### config.mk
export PLATFORM = sky130hd
export DESIGN_NAME = reconciled_key_bank_ctrl_flat
export DESIGN_NICKNAME = d
export VERILOG_FILES = /design/src/rtl/reconciled_key_bank_ctrl_pkg.sv /design/src/rtl/reconciled_key_bank_ctrl_if.sv /design/src/rtl/reconciled_key_bank_ctrl.sv /design/src/flat_wrapper.sv
export SDC_FILE = /design/constraint.sdc
export NUM_CORES = 1
export LEC_CHECK = 0
export BUFFER_PORTS_ARGS = -buffer_cell sky130_fd_sc_hd__clkbuf_2
export CORE_MARGIN = 2
export CORE_UTILIZATION = 59
export DETAILED_ROUTE_END_ITERATION = 7
export PLACE_DENSITY = 0.81
export SLEW_MARGIN = 40
export SYNTH_ARGS = -nofsm -noshare
export SYNTH_HDL_FRONTEND = slang
export SYNTH_SLANG_ARGS = --single-unit
### constraint.sdc
create_clock -name clk -period 2.8 [get_ports clk]
set_input_delay 0.56 -clock clk [delete_from_list [all_inputs] [get_ports clk]]
set_output_delay 0.56 -clock clk [all_outputs]
set_load 0.05 [all_outputs]
### src/rtl/reconciled_key_bank_ctrl_pkg.sv
// Shared definitions for the reconciled-key bank controller.
// Holds the FSM state encoding (also exposed on state_o for debug/ILA)
// and the geometry of the reconciled-key BRAM: two banks of 16384 keys
// each, selected by the ER engine's sifted_key_addr_index.
package qkd_key_bank_pkg;

  localparam logic [2:0] ST_IDLE   = 3'd0;
  localparam logic [2:0] ST_START  = 3'd1;
  localparam logic [2:0] ST_RUN    = 3'd2;
  localparam logic [2:0] ST_COMMIT = 3'd3;
  localparam logic [2:0] ST_ABORT  = 3'd4;

  typedef enum logic [2:0] {
    IDLE   = ST_IDLE,
    START  = ST_START,
    RUN    = ST_RUN,
    COMMIT = ST_COMMIT,
    ABORT  = ST_ABORT
  } state_t;

  localparam int NUM_BANKS  = 2;
  localparam int BANK_DEPTH = 16384;
  localparam int KEY_ADDR_W = 15;

endpackage

### src/rtl/reconciled_key_bank_ctrl_if.sv
// Handshake bundle between the bank controller, the ER engine and the
// key consumer.
//   ER side      : er_wait, er_finish, er_fail (to controller),
//                  er_start, er_addr_index (from controller)
//   Consumer side: key_release (to controller),
//                  key_valid, key_bank (from controller)
// master = the controller, slave = the ER engine / consumer side.
interface reconciled_key_bank_ctrl_if;

  logic er_wait;
  logic er_finish;
  logic er_fail;
  logic er_start;
  logic er_addr_index;
  logic key_valid;
  logic key_bank;
  logic key_release;

  modport master (
    input  er_wait, er_finish, er_fail, key_release,
    output er_start, er_addr_index, key_valid, key_bank
  );

  modport slave (
    output er_wait, er_finish, er_fail, key_release,
    input  er_start, er_addr_index, key_valid, key_bank
  );

endinterface

### src/rtl/reconciled_key_bank_ctrl.sv
// Frame scheduler for Bob's error-reconciliation engine and the two-bank
// reconciled-key BRAM. Each frame picks the write bank, strobes ER start,
// waits for finish/fail/timeout and then commits or discards the bank.
// Committed banks are handed to the consumer as a 2-deep in-order FIFO.
// Ports:
//   clk, rst_n      : 100 MHz ER clock, synchronous active-low reset
//   start_switch    : level enable for scheduling new frames
//   bus (master)    : ER handshake and consumer key_valid/key_bank/release
//   bank_full       : per-bank committed flags
//   busy            : FSM not in IDLE
//   timeout_flag    : sticky RUN-timeout indication
//   frame_ok_cnt    : committed frames (saturating)
//   frame_fail_cnt  : discarded frames (saturating)
//   state_o         : FSM state for debug
module reconciled_key_bank_ctrl
  import qkd_key_bank_pkg::*;
#(
  parameter int unsigned START_PULSE_LEN = 4,
  parameter int unsigned TIMEOUT_CYCLES  = 100_000_000,
  parameter int          CNT_W           = 16
) (
  input  logic                        clk,
  input  logic                        rst_n,
  input  logic                        start_switch,
  reconciled_key_bank_ctrl_if.master  bus,
  output logic [NUM_BANKS-1:0]        bank_full,
  output logic                        busy,
  output logic                        timeout_flag,
  output logic [CNT_W-1:0]            frame_ok_cnt,
  output logic [CNT_W-1:0]            frame_fail_cnt,
  output logic [2:0]                  state_o
);

  function automatic logic [CNT_W-1:0] sat_inc(input logic [CNT_W-1:0] v);
    return (&v) ? v : v + 1'b1;
  endfunction

  state_t                state;
  logic                  wr_ptr;
  logic                  rd_ptr;
  logic                  fail_latch;
  logic                  er_start_q;
  logic                  addr_q;
  logic [15:0]           pulse_cnt;
  logic [31:0]           tmo_cnt;
  logic                  release_ok;
  logic                  pulse_done;
  logic                  tmo_hit;
  logic [NUM_BANKS-1:0]  bank_set;
  logic [NUM_BANKS-1:0]  bank_clr;

  // The writer only ever targets a non-full bank and the reader only a full
  // one, so a same-cycle set and clear always hit different banks.
  always_comb begin
    release_ok = bus.key_release & bank_full[rd_ptr];
    pulse_done = (pulse_cnt == 16'(START_PULSE_LEN - 1));
    tmo_hit    = (TIMEOUT_CYCLES != 0) && (tmo_cnt == TIMEOUT_CYCLES - 1);
    bank_set   = '0;
    bank_clr   = '0;
    if (state == COMMIT && !fail_latch) bank_set[wr_ptr] = 1'b1;
    if (release_ok)                     bank_clr[rd_ptr] = 1'b1;
  end

  always_ff @(posedge clk) begin
    if (!rst_n) begin
      state          <= IDLE;
      wr_ptr         <= 1'b0;
      rd_ptr         <= 1'b0;
      bank_full      <= '0;
      fail_latch     <= 1'b0;
      er_start_q     <= 1'b0;
      addr_q         <= 1'b0;
      pulse_cnt      <= '0;
      tmo_cnt        <= '0;
      timeout_flag   <= 1'b0;
      frame_ok_cnt   <= '0;
      frame_fail_cnt <= '0;
    end else begin
      bank_full <= (bank_full | bank_set) & ~bank_clr;
      if (release_ok) rd_ptr <= ~rd_ptr;

      case (state)
        IDLE: begin
          // A full target bank holds the scheduler here (backpressure).
          if (start_switch && bus.er_wait && !bank_full[wr_ptr]) begin
            state      <= START;
            er_start_q <= 1'b1;
            addr_q     <= wr_ptr;
            pulse_cnt  <= '0;
            fail_latch <= 1'b0;
          end
        end
        START: begin
          fail_latch <= fail_latch | bus.er_fail;
          if (pulse_done) begin
            state      <= RUN;
            er_start_q <= 1'b0;
            tmo_cnt    <= '0;
          end else begin
            pulse_cnt <= pulse_cnt + 16'd1;
          end
        end
        RUN: begin
          // Fail sampled alongside finish still counts; finish beats timeout.
          fail_latch <= fail_latch | bus.er_fail;
          if (bus.er_finish)  state   <= COMMIT;
          else if (tmo_hit)   state   <= ABORT;
          else                tmo_cnt <= tmo_cnt + 32'd1;
        end
        COMMIT: begin
          if (!fail_latch) begin
            wr_ptr       <= ~wr_ptr;
            frame_ok_cnt <= sat_inc(frame_ok_cnt);
          end else begin
            frame_fail_cnt <= sat_inc(frame_fail_cnt);
          end
          state <= IDLE;
        end
        ABORT: begin
          timeout_flag   <= 1'b1;
          frame_fail_cnt <= sat_inc(frame_fail_cnt);
          state          <= IDLE;
        end
        default: state <= IDLE;
      endcase
    end
  end

  assign bus.er_start      = er_start_q;
  assign bus.er_addr_index = addr_q;
  assign bus.key_valid     = bank_full[rd_ptr];
  assign bus.key_bank      = rd_ptr;
  assign busy              = (state != IDLE);
  assign state_o           = state;

endmodule

### src/flat_wrapper.sv
// flat-port wrapper written by rule: the top's interface ports become plain ports
module reconciled_key_bank_ctrl_flat import qkd_key_bank_pkg::*;
#(
  parameter int unsigned START_PULSE_LEN = 4,
  parameter int unsigned TIMEOUT_CYCLES  = 100_000_000,
  parameter int          CNT_W           = 16
)
  (clk, rst_n, start_switch, bank_full, busy, timeout_flag, frame_ok_cnt, frame_fail_cnt, state_o, bus_er_wait, bus_er_finish, bus_er_fail, bus_key_release, bus_er_start, bus_er_addr_index, bus_key_valid, bus_key_bank);
  reconciled_key_bank_ctrl_if bus_i ();
  input  logic clk;
  input  logic rst_n;
  input  logic start_switch;
  output logic [NUM_BANKS-1:0] bank_full;
  output logic busy;
  output logic timeout_flag;
  output logic [CNT_W-1:0] frame_ok_cnt;
  output logic [CNT_W-1:0] frame_fail_cnt;
  output logic [2:0] state_o;
  input wire logic [$bits(bus_i.er_wait)-1:0] bus_er_wait;
  input wire logic [$bits(bus_i.er_finish)-1:0] bus_er_finish;
  input wire logic [$bits(bus_i.er_fail)-1:0] bus_er_fail;
  input wire logic [$bits(bus_i.key_release)-1:0] bus_key_release;
  output wire logic [$bits(bus_i.er_start)-1:0] bus_er_start;
  output wire logic [$bits(bus_i.er_addr_index)-1:0] bus_er_addr_index;
  output wire logic [$bits(bus_i.key_valid)-1:0] bus_key_valid;
  output wire logic [$bits(bus_i.key_bank)-1:0] bus_key_bank;
  assign bus_i.er_wait = bus_er_wait;
  assign bus_i.er_finish = bus_er_finish;
  assign bus_i.er_fail = bus_er_fail;
  assign bus_i.key_release = bus_key_release;
  assign bus_er_start = bus_i.er_start;
  assign bus_er_addr_index = bus_i.er_addr_index;
  assign bus_key_valid = bus_i.key_valid;
  assign bus_key_bank = bus_i.key_bank;
  reconciled_key_bank_ctrl #(.START_PULSE_LEN(START_PULSE_LEN), .TIMEOUT_CYCLES(TIMEOUT_CYCLES), .CNT_W(CNT_W)) u_core (.clk(clk), .rst_n(rst_n), .start_switch(start_switch), .bus(bus_i), .bank_full(bank_full), .busy(busy), .timeout_flag(timeout_flag), .frame_ok_cnt(frame_ok_cnt), .frame_fail_cnt(frame_fail_cnt), .state_o(state_o));
endmodule
==> flow_summary.json <==
{
  "wl_um": 12200,
  "synth_nets": 588,
  "fin_tns_setup_ps": 0,
  "synth_compound_gate_area_share": 0.1833,
  "crit_required_ps": 3060,
  "grt_pass1_vias": 4551,
  "vias": 4720,
  "period_needed_ps": 2332,
  "hold_violations": 0,
  "syn_avg_cell_area_um2": 8.316,
  "clock-sinks": 91,
  "layout_common_cells": "dfxtp_1 (91), nor2_1 (62), clkbuf_2 (49)",
  "cp-startpoint": "u_core.tmo_cnt[0]",
  "worst_setup_hold_path_clk_slew_ps": 90,
  "crit_arrival_ps": 2600,
  "synth_cells": 577,
  "crit_chain": "ha_1 -> nand4_4 -> or2_2 -> nor4_4 -> nor3_1 -> o221a_2",
  "cp_max_fo": 9,
  "drt_iter0_markers": 263,
  "slew_violations": 0,
  "rsz0062_at_grt": "no",
  "antenna_found_initial": 0,
  "synthSimpleGateAreaFrac": 0.3194,
  "synth-xor-area-share": 0.05658,
  "clock-skew-final_ps": 13.26,
  "endpoint": "u_core.tmo_cnt[9]",
  "synthTopCellsByArea": "dfxtp_1 (38%), o31ai_1 (5.2%), nor2_1 (4.9%)",
  "critPathKind": "flop to flop",
  "leakage_nw": 1.954,
  "die-width_um": 94.18,
  "status": "finished clean",
  "ctsHoldBuffers": 0,
  "io_pins": 50,
  "post-route-period-util": 0.8328,
  "cts_buffer_depth": 2,
  "final_common_cell": "dfxtp_1",
  "drtAntennaViolNets": 0,
  "portBuffers": 49,
  "first_pass_iters": 5,
  "rows": 32,
  "synth_warnings": 0,
  "synth_edf_count": 0,
  "tritoncts": "yes",
  "gp_routability_congestion": 0.8743,
  "rr_worst_depth": 6,
  "die_y_um": 94.18,
  "grt.total_usage": 0.2875,
  "fin_hold_ws_ps": 474.5,
  "cts_made_buffers": 9,
  "fin_area_um2": 5434,
  "place_area_um2": 5213,
  "cts_resized": 0,
  "synth.cell_area_um2": 4798,
  "rrSetupSlack_ps": 470,
  "postCtsSetupBuffers": 0,
  "slew_headroom": 0.4893,
  "hp-class": "flop to flop",
  "overflow": 0,
  "finalSetupViolCount": 0,
  "critPathLaunchType": "flop",
  "synth.mux.area_fraction": 0.01512,
  "synth_ff_type": "dfxtp_1",
  "insertedDiodeCount": 0,
  "worst_path_max_delay_cell": "nor4_4",
  "r2r_start": "u_core.tmo_cnt[0]",
  "tightest_slew_ps": 763.2,
  "grt_max_degree": 28,
  "synth-seq-area-share": 0.3797,
  "drive_above_1_share": 0.1682,
  "whs_path_depth": 1,
  "end_kind": "flop",
  "nNetsFinal": 642,
  "peakVddDrop_mv": 0.3601,
  "initial_core_util": 0.6146,
  "timing.rr.end": "u_core.tmo_cnt[9]",
  "synth.top_cell.area_share": 0.3797,
  "power.density_nw_per_um2": 454.0,
  "ys_types": 61,
  "clk_latency_ps": 380,
  "synth-adder-area-share": 0.01043,
  "clock_tree.root_cell": "clkbuf_8",
  "die_area_um2": 8870,
  "drc": 0,
  "n_fill_cell": 662,
  "core_area_um2": 7807,
  "h-tree-depth": 3,
  "max_stage_delay_ps": 530,
  "synth-seq-cells": 91,
  "wl_per_cell_um": 16.53,
  "syn2layout_area_growth_pct": 13.25,
  "yosysTopAreaCell": "dfxtp_1",
  "synth_top_family_by_area": "simple AND/OR/NAND/NOR gates",
  "viasPerCell": 6.396,
  "fmax_ghz": 0.4288,
  "dp_hpwl_um": 8579,
  "cap_viol_max_count": 0,
  "async_reset_ff_frac": 0,
  "grt_pass1_wl_um": 20640
}
[state kept, by name, indices dropped and copies added, names as in the netlist]
name	count
u_core.bank_full	2
u_core.pulse_cnt	16
u_core.frame_fail_cnt	16
u_core.bus.key_bank	1
u_core.timeout_flag	1
u_core.state_o	3
u_core.bus.er_addr_index	1
u_core.frame_ok_cnt	16
u_core.wr_ptr	1
u_core.bus.er_start	1
u_core.tmo_cnt	32
u_core.fail_latch	1
[power breakdown]
| part | switching, W | internal [W] | leakage, nW |
|---|---|---|---|
| Combinational | 0.000104 | 0.0000423 | 1.11 |
| Clock | 0.000497 | 0.000513 | 0.108 |
| Sequential | 0.0000115 | 0.00130 | 0.733 |
[logic make-up (layout without fill, tap and decap cells)]
group,after synthesis,count (layout)
fa+ha+maj,4,4
compound gates,132,132
simple gates,272,272
buf+inv,40,99
xor+xnor,31,31
flops,91,91
mux,7,7
[cells in the mapped netlist (all sizes together), types with 7 or more instances]
master  count
a211oi      7
a21oi      26
a31oi      11
and2        8
and3        9
buf         9
clkbuf     17
dfxtp      91
inv        14
nand2      42
nand3      30
nand4      27
nor2       62
nor3       24
nor4       20
nor4b       7
o21ai      28
o31ai      33
or4         8
xnor2      26
[worst min-delay path by stage]
stage	start	slack, ps	endpoint
floorplan	u_core.tmo_cnt[24]	430	u_core.tmo_cnt[24]
global placement	u_core.tmo_cnt[16]	450	u_core.tmo_cnt[16]
detailed placement	u_core.tmo_cnt[24]	460	u_core.tmo_cnt[24]
CTS	u_core.tmo_cnt[24]	480	u_core.tmo_cnt[24]
global route	u_core.tmo_cnt[24]	490	u_core.tmo_cnt[24]
finish	u_core.tmo_cnt[16]	470	u_core.tmo_cnt[16]
[final cells by class]
cell class | instances | area (µm²) | area share
Clock buffer | 10 | 127.6 | 0.02349
Clock inverter | 6 | 93.84 | 0.01727
Inverter | 14 | 52.55 | 0.009671
Multi-Input combinational cell | 446 | 2815 | 0.5181
Sequential cell | 91 | 1822 | 0.3353
Tap cell | 102 | 127.6 | 0.02349
Timing Repair Buffer | 69 | 395.4 | 0.07276
[worst max-delay path, delay by kind of cell (launching register included)]
kind,cells,cell delay (ps)
AND/OR/NAND/NOR,4,1240
adder cells (fa/ha/maj),1,300
AO/OA/AOI/OAI,1,300
flip-flops,1,400
[metal layers]
layer  global-route usage  vias up  wire length [µm]
met5                    0        -                 0
met4               0.1268        0               307
met3              0.05618       28               598
met2               0.5101      151              6150
met1               0.3337     2251              5143
li1                     -     2290                 -
[per-stage QoR]
stage,setup slack (ps),util,std cells,power [W]
after floorplan,457.3,-,577,0.001443
after global placement,564.0,0.6671,722,0.001480
after detailed placement,494.9,0.6676,722,0.001486
after CTS,478.9,0.6960,738,0.002474
after global routing,335.1,0.6960,738,0.002553
final,468.0,0.6960,738,0.002467
Power figures use the tool's default switching activity.
